==> src/rtl/sync_event_delay_pkg.sv <==
// Shared types and constants for the event synchronizer / delay block.
// Edge selection codes, FSM state encoding and counter sizing.
package sync_event_delay_pkg;

    typedef enum logic [1:0] {
        IDLE,
        WAIT,
        PULSE
    } state_t;

    localparam int EDGE_RISE = 0;
    localparam int EDGE_FALL = 1;
    localparam int EDGE_BOTH = 2;

    function automatic int cnt_width(input int dly, input int pw);
        int mx;
        mx = (dly > pw) ? dly : pw;
        return $clog2(mx + 1);
    endfunction

endpackage

==> src/rtl/sync_event_delay_sync.sv <==
// Multi-flop synchronizer for a single asynchronous bit.
// Chain clears asynchronously on reset_n low.
module bit_synchronizer #(
    parameter int STAGES = 2
) (
    input  logic clk,
    input  logic reset_n,
    input  logic d,
    output logic q
);

    logic [STAGES-1:0] chain;

    always_ff @(posedge clk or negedge reset_n) begin
        if (!reset_n) begin
            chain <= '0;
        end else begin
            chain <= {chain[STAGES-2:0], d};
        end
    end

    assign q = chain[STAGES-1];

endmodule

==> src/rtl/sync_event_delay.sv <==
// Synchronizes an async trigger, detects edges and issues a delayed
// fixed-width pulse; also delays the AND of two levels by the same depth.
module sync_event_delay
    import sync_event_delay_pkg::*;
#(
    parameter int SYNC_STAGES  = 2,
    parameter int DELAY_CYCLES = 10,
    parameter int PULSE_CYCLES = 1,
    parameter int EDGE_MODE    = 0
) (
    input  logic clk,
    input  logic reset_n,
    input  logic enable,
    input  logic trig_in,
    input  logic and_in0,
    input  logic and_in1,
    input  logic clr_overrun,
    output logic pulse_out,
    output logic busy,
    output logic overrun,
    output logic and_dly
);

    localparam int CW = cnt_width(DELAY_CYCLES, PULSE_CYCLES);
    localparam logic [CW-1:0] ONE       = CW'(1);
    localparam logic [CW-1:0] DLY_LOAD  = CW'(DELAY_CYCLES - 1);
    localparam logic [CW-1:0] PLS_LOAD  = CW'(PULSE_CYCLES - 1);

    logic trig_s;
    logic trig_h;
    logic rise;
    logic fall;
    logic evt;
    logic take;

    state_t        state;
    logic [CW-1:0] cnt;

    logic [DELAY_CYCLES-1:0] and_sr;

    bit_synchronizer #(
        .STAGES (SYNC_STAGES)
    ) u_sync (
        .clk     (clk),
        .reset_n (reset_n),
        .d       (trig_in),
        .q       (trig_s)
    );

    always_ff @(posedge clk or negedge reset_n) begin
        if (!reset_n) begin
            trig_h <= 1'b0;
        end else begin
            trig_h <= trig_s;
        end
    end

    assign rise = trig_s & ~trig_h;
    assign fall = ~trig_s & trig_h;
    assign evt  = (EDGE_MODE == EDGE_RISE) ? rise :
                  (EDGE_MODE == EDGE_FALL) ? fall :
                  (rise | fall);
    assign take = evt & enable;

    // WAIT leaves one count early so the first pulse cycle is exactly
    // DELAY_CYCLES after the event; DELAY_CYCLES==1 skips WAIT.
    always_ff @(posedge clk or negedge reset_n) begin
        if (!reset_n) begin
            state     <= IDLE;
            cnt       <= '0;
            pulse_out <= 1'b0;
            busy      <= 1'b0;
        end else begin
            unique case (state)
                IDLE: begin
                    if (take) begin
                        busy <= 1'b1;
                        if (DELAY_CYCLES == 1) begin
                            state     <= PULSE;
                            cnt       <= PLS_LOAD;
                            pulse_out <= 1'b1;
                        end else begin
                            state <= WAIT;
                            cnt   <= DLY_LOAD;
                        end
                    end
                end
                WAIT: begin
                    if (cnt == ONE) begin
                        state     <= PULSE;
                        cnt       <= PLS_LOAD;
                        pulse_out <= 1'b1;
                    end else begin
                        cnt <= cnt - ONE;
                    end
                end
                PULSE: begin
                    if (cnt == '0) begin
                        state     <= IDLE;
                        pulse_out <= 1'b0;
                        busy      <= 1'b0;
                    end else begin
                        cnt <= cnt - ONE;
                    end
                end
                default: begin
                    state     <= IDLE;
                    cnt       <= '0;
                    pulse_out <= 1'b0;
                    busy      <= 1'b0;
                end
            endcase
        end
    end

    always_ff @(posedge clk or negedge reset_n) begin
        if (!reset_n) begin
            overrun <= 1'b0;
        end else if (take && busy) begin
            overrun <= 1'b1;
        end else if (clr_overrun) begin
            overrun <= 1'b0;
        end
    end

    always_ff @(posedge clk or negedge reset_n) begin
        if (!reset_n) begin
            and_sr <= '0;
        end else begin
            and_sr[0] <= and_in0 & and_in1;
            for (int i = 1; i < DELAY_CYCLES; i++) begin
                and_sr[i] <= and_sr[i-1];
            end
        end
    end

    assign and_dly = and_sr[DELAY_CYCLES-1];

endmodule

==> config.mk <==
export PLATFORM = sky130hd
export DESIGN_NAME = sync_event_delay
export DESIGN_NICKNAME = d
export VERILOG_FILES = /design/src/rtl/sync_event_delay_pkg.sv /design/src/rtl/sync_event_delay_sync.sv /design/src/rtl/sync_event_delay.sv
export SDC_FILE = /design/constraint.sdc
export NUM_CORES = 1
export LEC_CHECK = 0
export CELL_PAD_IN_SITES_DETAIL_PLACEMENT = 2
export CELL_PAD_IN_SITES_GLOBAL_PLACEMENT = 2
export CORE_UTILIZATION = 38
export DETAILED_ROUTE_END_ITERATION = 8
export PLACE_DENSITY_LB_ADDON = 0.08
export SYNTH_ARGS = -nofsm -noshare
export SYNTH_HDL_FRONTEND = slang
export SYNTH_SLANG_ARGS = --single-unit
==> constraint.sdc <==
create_clock -name clk -period 4 [get_ports clk]
set_input_delay 0.8 -clock clk [delete_from_list [all_inputs] [get_ports clk]]
set_output_delay 0.8 -clock clk [all_outputs]
set_load 0.05 [all_outputs]
# --- Word-level counts from Yosys, hierarchy flattened ---
# Cells that the tools add are included.
totals:
  regBits: 22
  input_bits: 7
  output_inout_bits: 4
  wordCells: 45
op_classes:
  addsub: 1
  n_eq_ne: 7
  n_mux: 15
  bitwise: 6
  n_reduce_logical: 8
op_table:
  columns: ["op", "n"]
  rows:
  - ["2-to-1 mux 4 bit", 3]
  - ["one-hot mux 4 bit (3 select lines)", 1]
  - ["AND reduction 3 bit", 3]
  - ["!= test 2 bit, second input constant", 4]
  - ["2-to-1 mux 2 bit", 3]
  - ["one-hot mux 1 bit (3 select lines)", 2]
  - ["one-hot mux 2 bit (3 select lines)", 1]
  - ["2-to-1 mux 1 bit", 5]
  - ["equality test 4 x 1 -> 1 bit, second input constant", 1]
  - ["logical NOT 4 bit", 1]
  - ["subtractor 4 x 1 -> 4 bit, second input constant", 1]
  - ["bitwise AND 1 bit", 3]
  - ["inverter 1 bit", 3]
  - ["equality test 2 x 1 -> 1 bit, second input constant", 1]
  - ["equality test 2 bit, second input constant", 1]
  - ["logical NOT 2 bit", 1]
  - ["AND reduction 2 bit", 1]
  - ["nonzero test 2 bit", 1]
  - ["logical AND 1 bit", 1]

# --- Longest topological paths before layout ---
logic_depth:
  ltp_word: 5
  ltp_mapped: 6
  depth_no_buf: 6

# --- By module ---
# From an unflattened synthesis, not the netlist that was laid out.
unflattened:
  hier_cells: 69
  hier_area_um2: 872.1
modules_own_cells:
  columns: ["mod", "instances", "cells_per_inst", "area_per_inst_um2", "seq_area_each_um2"]
  rows:
  - ["sync_event_delay", 1, 67, 822.0, 500.5]
  - ["bit_synchronizer", 1, 2, 50.0, 50.0]

# --- Least setup slack after synthesis ---
# OpenSTA, ideal clock, no wires.
synth_timing:
  path_kind: "input-to-reg"
  start: "input enable"
  end: "register cnt[2]"
  setup_time_ns: 0.118
  arrival_time_ns: 1.583
  required_time_ns: 3.882
  path_slack_ns: 2.299
  path_stages: 5
  n_path_buf: 1
  path_cell_list: "and3b_1 -> clkbuf_2 -> o32ai_2 -> nor4b_2 -> a21o_1"
synth_via:
  elab_chain_len: 3
synth_rtl:
  columns: ["element", "line_no", "source"]
  rows:
  - ["start, declared", "sync_event_delay.sv:13", "input logic enable,"]
  - ["bitwise AND 1 bit", "sync_event_delay.sv:63", "assign take = evt & enable;"]
  - ["!= test 2 bit (no source line)", null, null]
  - ["AND reduction 2 bit (no source line)", null, null]
  - ["end signal, assigned", "sync_event_delay.sv:94", "cnt <= cnt - ONE;"]
  - ["end signal, assigned", "sync_event_delay.sv:103", "cnt <= cnt - ONE;"]
  - ["end, declared", "sync_event_delay.sv:37", "logic [CW-1:0] cnt;"]
# No other way between the ends.
# A chain may end at the register's enable or synchronous reset.

# --- Final worst setup path ---
layout_timing:
  start: "register busy"
  end: "output busy"
layout_rtl:
  columns: ["element", "line_no", "source"]
  rows:
  - ["start, declared", "sync_event_delay.sv:19", "output logic busy,"]
  - ["start signal, assigned", "sync_event_delay.sv:72", "busy <= 1'b0;"]
  - ["start signal, assigned", "sync_event_delay.sv:77", "busy <= 1'b1;"]
  - ["start signal, assigned", "sync_event_delay.sv:101", "busy <= 1'b0;"]
# No word-level cell between the ends.

==> flow_metrics.env <==
export IMPL_port_buffer_count=10
export IMPL_n_fill_cell=227
export IMPL_crit_family="buffers and inverters"
export IMPL_ys_seq_area_share_pct=60.5
export IMPL_io_pin_count=11
export IMPL_syn_avg_cell_area_um2=12.3
export IMPL_finalSetupViolCount=0
export IMPL_synth_top_area_share_pct=60.5
export IMPL_via_per_inst=5.17
export IMPL_synthTopCellsByCount="22 x dfrtp_1, 7 x nand2_1, 6 x inv_1, 6 x nor2_1, 4 x o21ai_0"
export IMPL_die_w_um=50.9
export IMPL_utilization_pct=48.1
export IMPL_cp_required_ps=3200
export IMPL_synthArstFlopShare_pct=100
export IMPL_cts_clk_slew_worst_paths_ps=120
export IMPL_syn_instance_count=74
export IMPL_cap_violations=0
export IMPL_met2_usage_pct=25.7
export IMPL_ys_warn_count=0
export IMPL_synth_flop_cell="dfrtp_1"
export IMPL_grt_max_degree=23
export IMPL_synth_cell_type_count=30
export IMPL_cts_repair_resized=0
export IMPL_cp_max_fo=4
export IMPL_crit_slowest_cell="clkdlybuf4s50_1"
export IMPL_cts_buffers=3
export IMPL_vias=584
export IMPL_crit_chain="clkdlybuf4s50_1"
export IMPL_grt_pass1_vias=633
export IMPL_dp_hpwl_mm=1.30
export IMPL_clk_path_buf_depth=2
export IMPL_grt_use_total_pct=17.7
export IMPL_cp_num_buf_inv=1
export IMPL_synth_top_area_cell="dfrtp_1"
export IMPL_antenna_found_initial=0
export IMPL_syn_num_nets=83
export IMPL_gr_total_overflow=0
export IMPL_initial_core_util_pct=40.7
export IMPL_peakVddDrop_uv=296
export IMPL_clkSinkCount=22
export IMPL_fin_worst_skew_ps=1.27
export IMPL_finalMaxSlewViolations=0
export IMPL_yosys_top_cells_area="dfrtp_1 61%, xor2_4 3.0%, nand2_1 2.9%, ha_1 2.8%, inv_1 2.5%"
export IMPL_wire_per_inst_um=16.0
export IMPL_crit_path_max_incr_delay_ps=820
export IMPL_top_usage_layer="met2"
export IMPL_hold_buffers=0
export IMPL_hp_class="flop to flop"
export IMPL_path_class="flop to primary output"
export IMPL_grt_use_met3_pct=5.36
export IMPL_cellLeakagePower_nw=0.477
export IMPL_ys_seq_elements=22
export IMPL_worst_pin_slew_ps=929
export IMPL_crit_arrival_ps=1550
export IMPL_die_height_um=50.9
export IMPL_root_buffer="clkbuf_4"
export IMPL_drtIter0Drc=7
export IMPL_setup_tns_final_ps=0
export IMPL_drc=0
export IMPL_syn2layout_area_growth_pct=18.0
export IMPL_gr_usage_met1_pct=23.3
export IMPL_fin_nets=95
export IMPL_synth_most_common_cell="dfrtp_1"
export IMPL_die_area_um2=2590
export IMPL_routed_wl_mm=1.81
export IMPL_clkLatencyLatePin_ps=310
export IMPL_relSlewSlack_pct=37.9
export IMPL_coreArea_um2=2230
export IMPL_rows=17
export IMPL_power_density_nw_per_um2=707
export IMPL_status="finished, final reports clean"
export IMPL_n_antenna_cell=0
export IMPL_grt_setup_unrepaired="no"
export IMPL_post_route_period_util_pct=58.8
export IMPL_tritoncts="yes"
export IMPL_drt_pass1_iterations=3
export IMPL_htree_levels=1
export IMPL_synth_edf_count=0
export IMPL_fmax_ghz=0.425
export IMPL_ant_nets=0
export IMPL_startpoint_type="flop"
export IMPL_gp_congestion=0.716
export IMPL_post_cts_setup_buffers=0
export IMPL_endpoint_kind="primary output"
export IMPL_drive_gt1_share_pct=10.6
export IMPL_period_minus_slack_ps=2350
export IMPL_grt_pass1_wl_mm=3.18
export IMPL_hold_viol_final=0
export IMPL_syn_area_um2=910
per-layer routing:
layer / wire, µm / up-vias
li1: - / 272
met1: 811 / 295
met2: 892 / 13
met3: 66 / 4
met4: 37 / 0
met5: 0 / -
path summary, 6_finish.rpt:
kind                             end       from  depth (start not counted)  slack [ps]
min in group asynchronous  and_sr[9]    reset_n                          1        1000
min                        and_sr[6]  and_sr[5]                          0         360
max in group asynchronous     cnt[2]    reset_n                          1        2450
max                             busy       busy                          1        1650
min reg2reg                and_sr[6]  and_sr[5]                          0         360
max reg2reg                   cnt[0]     cnt[0]                          6        2390
final cells by class:
class / count / area [µm²] / area share [%]
clock buffers: 3 / 22.5 / 2.10
clock inverters: 1 / 30.0 / 2.80
inverters: 6 / 22.5 / 2.10
multi-input cells: 43 / 313 / 29.1
flip-flops and latches: 22 / 551 / 51.3
well taps: 28 / 35.0 / 3.26
repair buffers: 10 / 100 / 9.32
metrics by stage:
step / area, µm² / hold WS, ps / power, W / setup slack [ps] / std cells
after floorplan: 910 / 331 / 0.000522 / 2300 / 74
after global placement: 1020 / 333 / 0.000582 / 1860 / 109
after detailed placement: 1020 / 337 / 0.000596 / 1820 / 109
after CTS: 1070 / 366 / 0.000776 / 1620 / 113
after global routing: 1070 / 370 / 0.000815 / 1580 / 113
final: 1070 / 362 / 0.000759 / 1650 / 113
report_power, final:
group          switching [W]  internal, W
clock network      0.0000685     0.000101
logic               0.000159     0.000115
registers          0.0000558     0.000259
total               0.000284     0.000476
placed cells by master (no fill, tap or decap):
| cell type | instances |
|---|---|
| o32ai_2 | 1 |
| and3b_1 | 1 |
| o21ai_0 | 4 |
| or2_4 | 1 |
| xor2_4 | 1 |
| o31ai_4 | 1 |
| nand4b_1 | 1 |
| nand3b_1 | 1 |
| bufinv_16 | 1 |
| nor3_1 | 2 |
| a21o_1 | 1 |
| o31ai_1 | 1 |
| clkbuf_4 | 3 |
| and2_1 | 1 |
| a21oi_1 | 1 |
| clkdlybuf4s50_1 | 10 |
| nor4b_2 | 1 |
| nand3_1 | 3 |
| nand2_1 | 7 |
| nor2_1 | 6 |
| dfrtp_1 | 22 |
| mux2i_1 | 1 |
| ha_1 | 2 |
| nor3b_1 | 1 |
| or3_1 | 1 |
| inv_1 | 6 |
| o21ai_1 | 1 |
| o211ai_1 | 1 |
| o2111ai_1 | 1 |
| o311ai_0 | 1 |
cells by family after synthesis:
group,share of synthesized area (%)
simple gates,15.7
flops,60.5
compound gates,11.8
buf+inv,5.09
xor+xnor,3.03
fa+ha+maj,2.75
mux,1.10
sequential cells by signal, indices dropped and copies added, names as in the netlist:
| signal | flops |
|---|---|
| trig_h | 1 |
| u_sync.chain | 2 |
| pulse_out | 1 |
| cnt | 4 |
| overrun | 1 |
| busy | 1 |
| state | 2 |
| and_sr | 10 |
(Power assumes the default switching activity.)
